==> config.mk <==
export PLATFORM = sky130hd
export DESIGN_NAME = apb_req_arbiter
export DESIGN_NICKNAME = d
export VERILOG_FILES = /design/src/rtl/apb_pkg.sv /design/src/rtl/rr_arbiter.sv /design/src/rtl/apb_req_arbiter.sv
export SDC_FILE = /design/constraint.sdc
export NUM_CORES = 1
export LEC_CHECK = 0
export BUFFER_PORTS_ARGS = -buffer_cell sky130_fd_sc_hd__buf_4
export CAP_MARGIN = 20
export CORE_ASPECT_RATIO = 0.75
export CORE_MARGIN = 2
export CORE_UTILIZATION = 35
export CTS_CLUSTER_SIZE = 10
export DETAILED_ROUTE_END_ITERATION = 8
export MAX_ROUTING_LAYER = met4
export PLACE_DENSITY_LB_ADDON = 0.08
export SLEW_MARGIN = 20
export SYNTH_ARGS = -nofsm -noshare
export SYNTH_HDL_FRONTEND = slang
export SYNTH_SLANG_ARGS = --single-unit
==> constraint.sdc <==
create_clock -name clk -period 2.45 [get_ports clk]
set_clock_uncertainty 0.15 [all_clocks]
set_input_delay 0.49 -clock clk [delete_from_list [all_inputs] [get_ports clk]]
set_output_delay 0.49 -clock clk [all_outputs]
set_load 0.02 [all_outputs]
==> src/rtl/apb_pkg.sv <==
// ============================================================================
// Module      : apb_pkg
// Description : Shared widths, defaults and state encoding for the APB
//               request arbiter.
// Revision    : 1.0 - initial release
// ============================================================================
`default_nettype none

package apb_pkg;

    localparam int APB_AW      = 9;
    localparam int APB_DW      = 8;
    localparam int APB_TIMEOUT = 255;

    typedef enum logic [0:0] {
        ARB_IDLE = 1'b0,
        ARB_XFER = 1'b1
    } arb_state_t;

endpackage

`default_nettype wire

==> src/rtl/rr_arbiter.sv <==
// ============================================================================
// Module      : rr_arbiter
// Description : Combinational round-robin picker; first unmasked request at or
//               after the priority pointer wins.
// Revision    : 1.0 - initial release
// ============================================================================
`default_nettype none

module rr_arbiter #(
    parameter int NREQ = 4,
    parameter int PW   = $clog2(NREQ)
) (
    input  logic [NREQ-1:0] req,
    input  logic [NREQ-1:0] mask,
    input  logic [PW-1:0]   ptr,
    output logic [NREQ-1:0] gnt,
    output logic            valid
);

    logic [NREQ-1:0] w_req;

    assign w_req = req & ~mask;

    // Walk offsets from the pointer; the first live request found is granted.
    always_comb begin
        gnt   = '0;
        valid = 1'b0;
        for (int off = 0; off < NREQ; off++) begin
            for (int k = 0; k < NREQ; k++) begin
                if (!valid && w_req[k] && (((int'(ptr) + off) % NREQ) == k)) begin
                    gnt[k] = 1'b1;
                    valid  = 1'b1;
                end
            end
        end
    end

endmodule

`default_nettype wire

==> src/rtl/apb_req_arbiter.sv <==
// ============================================================================
// Module      : apb_req_arbiter
// Description : Shares one APB master among NREQ requesters with round-robin
//               arbitration, completion/timeout tracking and done pulses.
// Revision    : 1.0 - initial release
// ============================================================================
`default_nettype none

module apb_req_arbiter
    import apb_pkg::*;
#(
    parameter int NREQ    = 4,
    parameter int AW      = APB_AW,
    parameter int DW      = APB_DW,
    parameter int TIMEOUT = APB_TIMEOUT
) (
    input  logic               clk,
    input  logic               rst,
    input  logic [NREQ-1:0]    req,
    input  logic [NREQ-1:0]    req_write,
    input  logic [NREQ*AW-1:0] req_addr,
    input  logic [NREQ*DW-1:0] req_wdata,
    output logic [NREQ-1:0]    gnt,
    output logic [NREQ-1:0]    done,
    output logic [DW-1:0]      rdata,
    output logic               err,
    output logic               tx,
    output logic [AW-1:0]      apb_slv_paddr,
    output logic [DW-1:0]      apb_pwdata,
    output logic               apb_swrite,
    input  logic               psel,
    input  logic               pen,
    input  logic               pready,
    input  logic               pslverr,
    input  logic [DW-1:0]      prdata
);

    localparam int PW = $clog2(NREQ);
    localparam int TW = (TIMEOUT < 2) ? 1 : $clog2(TIMEOUT + 1);

    arb_state_t      r_state;
    arb_state_t      w_state_nxt;
    logic [NREQ-1:0] r_gnt;
    logic [NREQ-1:0] r_done;
    logic [PW-1:0]   r_ptr;
    logic [AW-1:0]   r_addr;
    logic [DW-1:0]   r_wdata;
    logic [DW-1:0]   r_rdata;
    logic            r_write;
    logic            r_err;

    logic [NREQ-1:0] w_mask;
    logic [NREQ-1:0] w_win;
    logic            w_win_valid;
    logic [PW-1:0]   w_ptr_nxt;
    logic [AW-1:0]   w_sel_addr;
    logic [DW-1:0]   w_sel_wdata;
    logic            w_sel_write;
    logic            w_wait_cyc;
    logic            w_complete;
    logic            w_timeout;
    logic            w_load;
    logic            w_finish;

    assign w_wait_cyc = (r_state == ARB_XFER) && psel && pen && !pready;
    assign w_complete = (r_state == ARB_XFER) && psel && pen && pready;

    generate
        if (TIMEOUT == 0) begin : g_no_timeout
            assign w_timeout = 1'b0;
        end else begin : g_timeout
            logic [TW-1:0] r_wait;

            always_ff @(posedge clk or posedge rst) begin
                if (rst) begin
                    r_wait <= '0;
                end else if (w_wait_cyc && !w_timeout) begin
                    r_wait <= r_wait + 1'b1;
                end else begin
                    r_wait <= '0;
                end
            end

            // Fires on the TIMEOUT-th consecutive wait cycle; pready high never times out.
            assign w_timeout = w_wait_cyc && (r_wait == TW'(TIMEOUT - 1));
        end
    endgenerate

    // The current owner is excluded when re-arbitrating at completion.
    assign w_mask = (r_state == ARB_XFER) ? r_gnt : '0;

    rr_arbiter #(
        .NREQ (NREQ),
        .PW   (PW)
    ) u_rr_arbiter (
        .req   (req),
        .mask  (w_mask),
        .ptr   (r_ptr),
        .gnt   (w_win),
        .valid (w_win_valid)
    );

    always_comb begin
        w_ptr_nxt   = r_ptr;
        w_sel_addr  = '0;
        w_sel_wdata = '0;
        w_sel_write = 1'b0;
        for (int k = 0; k < NREQ; k++) begin
            if (w_win[k]) begin
                w_ptr_nxt   = (k == NREQ - 1) ? '0 : PW'(k + 1);
                w_sel_addr  = req_addr[k*AW +: AW];
                w_sel_wdata = req_wdata[k*DW +: DW];
                w_sel_write = req_write[k];
            end
        end
    end

    // State register
    always_ff @(posedge clk or posedge rst) begin
        if (rst) begin
            r_state <= ARB_IDLE;
        end else begin
            r_state <= w_state_nxt;
        end
    end

    // Next-state logic
    always_comb begin
        w_state_nxt = r_state;
        case (r_state)
            ARB_IDLE: begin
                if (w_win_valid) begin
                    w_state_nxt = ARB_XFER;
                end
            end
            ARB_XFER: begin
                if (w_complete) begin
                    w_state_nxt = w_win_valid ? ARB_XFER : ARB_IDLE;
                end else if (w_timeout) begin
                    w_state_nxt = ARB_IDLE;
                end
            end
            default: w_state_nxt = ARB_IDLE;
        endcase
    end

    // Control decode
    always_comb begin
        w_load   = 1'b0;
        w_finish = 1'b0;
        case (r_state)
            ARB_IDLE: w_load = w_win_valid;
            ARB_XFER: begin
                w_load   = w_complete && w_win_valid;
                w_finish = w_complete || w_timeout;
            end
            default: ;
        endcase
    end

    always_ff @(posedge clk or posedge rst) begin
        if (rst) begin
            r_gnt   <= '0;
            r_done  <= '0;
            r_ptr   <= '0;
            r_addr  <= '0;
            r_wdata <= '0;
            r_write <= 1'b0;
            r_rdata <= '0;
            r_err   <= 1'b0;
        end else begin
            r_done <= '0;
            if (w_finish) begin
                r_done <= r_gnt;
                r_err  <= w_complete ? pslverr : 1'b1;
                if (w_complete && !r_write) begin
                    r_rdata <= prdata;
                end
            end
            if (w_load) begin
                r_gnt   <= w_win;
                r_ptr   <= w_ptr_nxt;
                r_addr  <= w_sel_addr;
                r_wdata <= w_sel_wdata;
                r_write <= w_sel_write;
            end else if (w_finish) begin
                r_gnt <= '0;
            end
        end
    end

    assign tx            = (r_state == ARB_XFER);
    assign gnt           = r_gnt;
    assign done          = r_done;
    assign rdata         = r_rdata;
    assign err           = r_err;
    assign apb_slv_paddr = r_addr;
    assign apb_pwdata    = r_wdata;
    assign apb_swrite    = r_write;

endmodule

`default_nettype wire

==> results.tsv <==
stage	metric	value	unit
run_status	outcome	finished, final reports clean	
critical_path	Reg2Reg Capture Point	apb_slv_paddr[0]	
global_route	largest net degree at the start of global routing	24	
sta	period utilization	92.0	%
critical_path	Startpoint Class	flop	
clocking	H-tree levels	2	
clocking	# clock sinks	46	
synthesis	share of the synthesized area in the top cell type	40.4	%
clocking	post-CTS setup buffer count	0	
route	Via density	5.57	
clocking	Clock Path Buffers	2	
clocking	CTS Root Cell	clkbuf_8	
floorplan	starting density of the core	36.2	%
power	Power Density	1080	nW/um^2
sta	RSZ-0062 raised after global routing	false	
route	# DRC	0	
synthesis	Syn Inst Count	289	
sta	setup_tns	0	ps
route	DRT Pass-1 Iters	5	
synthesis	area leader, netlist	dfrtp_1	
critical_path	CP Data Required Time	2520	ps
finish	layout cells sized above 1	46.4	%
clocking	Reg clk slew, reported paths	90	ps
finish	P&R area growth vs syn	42.1	%
critical_path	CP endpoint kind	flop	
synthesis	Most used DFF post-synth	dfrtp_1	
route	DRT iter0 DRCs	119	
sta	Slew headroom	42.4	%
synthesis	top post-synthesis cells by area	dfrtp_1, a221oi_1, a221oi_2, a211oi_2, nor2_1	
clocking	CTS tree	yes	
clocking	post_cts resized	0	
sta	Post-Route Hold Slack	63.7	ps
finish	post-route cell area	4050	sq um
sta	Fmax	444	MHz
clocking	# hold bufs at CTS	0	
synthesis	sequential fraction of the synthesis area	40.4	%
placed_design	Placement Cell Area	3960	sq um
synthesis	Post-Syn Nets	381	
power	static leakage	1.78	nW
global_route	global route total overflow	0	
flow_run	number of max-cap violations	0	
synthesis	asr flop ratio synth	100	%
critical_path	WP data arrival	2320	ps
clocking	worst skew pair latency	300	ps
critical_path	worst reg-to-reg path cell count	4	
critical_path	R2R Path Start	tx	
placed_design	# port buffers	125	
floorplan	die height	82.2	um
route	Met1 Wirelength	4260	um
sta	Setup Viol. Count Final	0	
synthesis	distinct cell type count after synthesis	45	
floorplan	Ports	126	
power	peak supply drop	0.000380	V
critical_path	Setup CP Type	flop to flop	
global_route	GRT Util Overall	21.0	%
route	via count	2904	
critical_path	worst-path fanout max	18	
floorplan	die area	8900	sq um
finish	Ant. Diodes	0	
route	Met3 Wirelength	592	um
route	met2 routed WL	4030	um
placed_design	dpl hpwl	6560	um
route	WL final	8940	um
finish	Fillers	780	
sta	fin. max-slew vios	0	
synthesis	Avg Synthesized Cell Area	9.87	sq um
route	max layer used	met4	
clocking	Num CTS Buffers	5	
placed_design	Routability Congestion	0.838	
global_route	first-pass GRT wire length	14100	um
route	ANT nets after route	0	
synthesis	yosys warns	0	
sta	final hold violations	0	
synthesis	Synth Cell Area	2850	sq um
synthesis	count of state elements after synthesis	46	
worst_hold_path	Min-Delay Path Class	primary input to asynchronous set/reset pin	
floorplan	num rows	28	
floorplan	Die X	108	um
floorplan	Placeable Area	7880	sq um
critical_path	worst reg2reg setup slack	200	ps
power	total power	0.00438	W
global_route	vias in the first global route	2797	
synthesis	number of synthesized flops with an enable pin	0	
sta	Tmin final	2250	ps
finish	Layout Nets	507	
global_route	initial antenna violation count	0	
route	DR WL/cell	17.2	um
sta	Least-Margin Pin Slew	863	ps
-- flip-flops by register name, summed over array words and instances, names as in the netlist --
register          count
r_ptr                 2
err                   1
gnt                   4
g_timeout.r_wait      8
tx                    1
rdata                 8
done                  4
apb_pwdata            8
apb_slv_paddr         9
apb_swrite            1
-- cell usage in the layout (no fill, tap or decap), types with 3 or more instances in the layout --
cell type / netlist / routed
a211oi_1: 9 / 9
a211oi_2: 9 / 9
a21oi_1: 22 / 22
a221oi_1: 26 / 26
a221oi_2: 10 / 10
and2_1: 5 / 5
buf_12: 0 / 3
buf_4: 1 / 137
clkbuf_8: 0 / 5
dfrtp_1: 46 / 46
inv_1: 5 / 4
mux2_2: 8 / 8
nand2_1: 27 / 27
nand2b_1: 4 / 4
nand3_1: 5 / 5
nor2_1: 30 / 30
nor3_1: 18 / 18
o21ai_0: 3 / 3
o21ai_2: 3 / 3
xor2_1: 5 / 5
-- critical path, stage by stage, from the launching register on --
cell and delay, ps:
dfrtp_1 530, a21bo_2 320, nor2_2 690, a221oi_1 220, a211oi_1 240
-- worst max-delay path by stage --
stage               slack, ps   start  depth (start not counted)                to
detailed placement        220  req[0]                          5     apb_pwdata[3]
global placement          210  req[0]                          5  apb_slv_paddr[4]
global route               60      tx                          4  apb_slv_paddr[0]
CTS                       230      tx                          4  apb_slv_paddr[4]
finish                    200      tx                          4  apb_slv_paddr[0]
floorplan                 400      tx                          7     apb_pwdata[0]
-- metrics by stage --
stage / setup slack (ps) / utilization [%] / std cells
final: 197 / 51.4 / 521
after global routing: 55.4 / 51.4 / 521
after CTS: 227 / 51.4 / 521
after detailed placement: 222 / 50.3 / 513
after global placement: 208 / 50.3 / 513
after floorplan: 403 / - / 289
-- where the power goes --
group	switching [W]	internal (W)	leakage, nW
combinational	0.00146	0.00114	1.16
clock	0.000283	0.000207	0.0489
sequential	0.000241	0.00105	0.573
total	0.00198	0.00240	1.78
-- cells by family (layout without fill, tap and decap cells) --
kind of cell             Yosys count  count (layout)  synth area share [%]
buffers and inverters             26             153                  4.91
adder cells (fa/ha/maj)            2               2                 0.877
flip-flops                        46              46                  40.4
AO/OA/AOI/OAI                    105             105                  33.3
XOR/XNOR                           6               6                  1.84
multiplexers                       8               8                  3.16
AND/OR/NAND/NOR                   96              96                  15.6
-- routing by layer --
layer | track usage [%] | vias to the layer above
li1 | - | 1361
met1 | 29.8 | 1417
met2 | 31.9 | 119
met3 | 3.30 | 7
met4 | 4.36 | 0
met5 | - | -
-- synth_stat cells, types with 7 or more instances --
| master | instances |
|---|---|
| dfrtp_1 | 46 |
| nor2_1 | 30 |
| nand2_1 | 27 |
| a221oi_1 | 26 |
| a21oi_1 | 22 |
| nor3_1 | 18 |
| a221oi_2 | 10 |
| a211oi_1 | 9 |
| a211oi_2 | 9 |
| clkbuf_1 | 9 |
| mux2_2 | 8 |
| buf_2 | 7 |
-- cell type report --
type	instances	area, sq um	area share [%]
well taps	105	131	3.24
clock inverters	3	22.5	0.556
clock buffers	5	68.8	1.70
repair buffers	140	1090	26.9
flip-flops and latches	46	1150	28.4
multi-input cells	217	1570	38.8
inverters	5	18.8	0.463
Power figures use the tool's default switching activity.
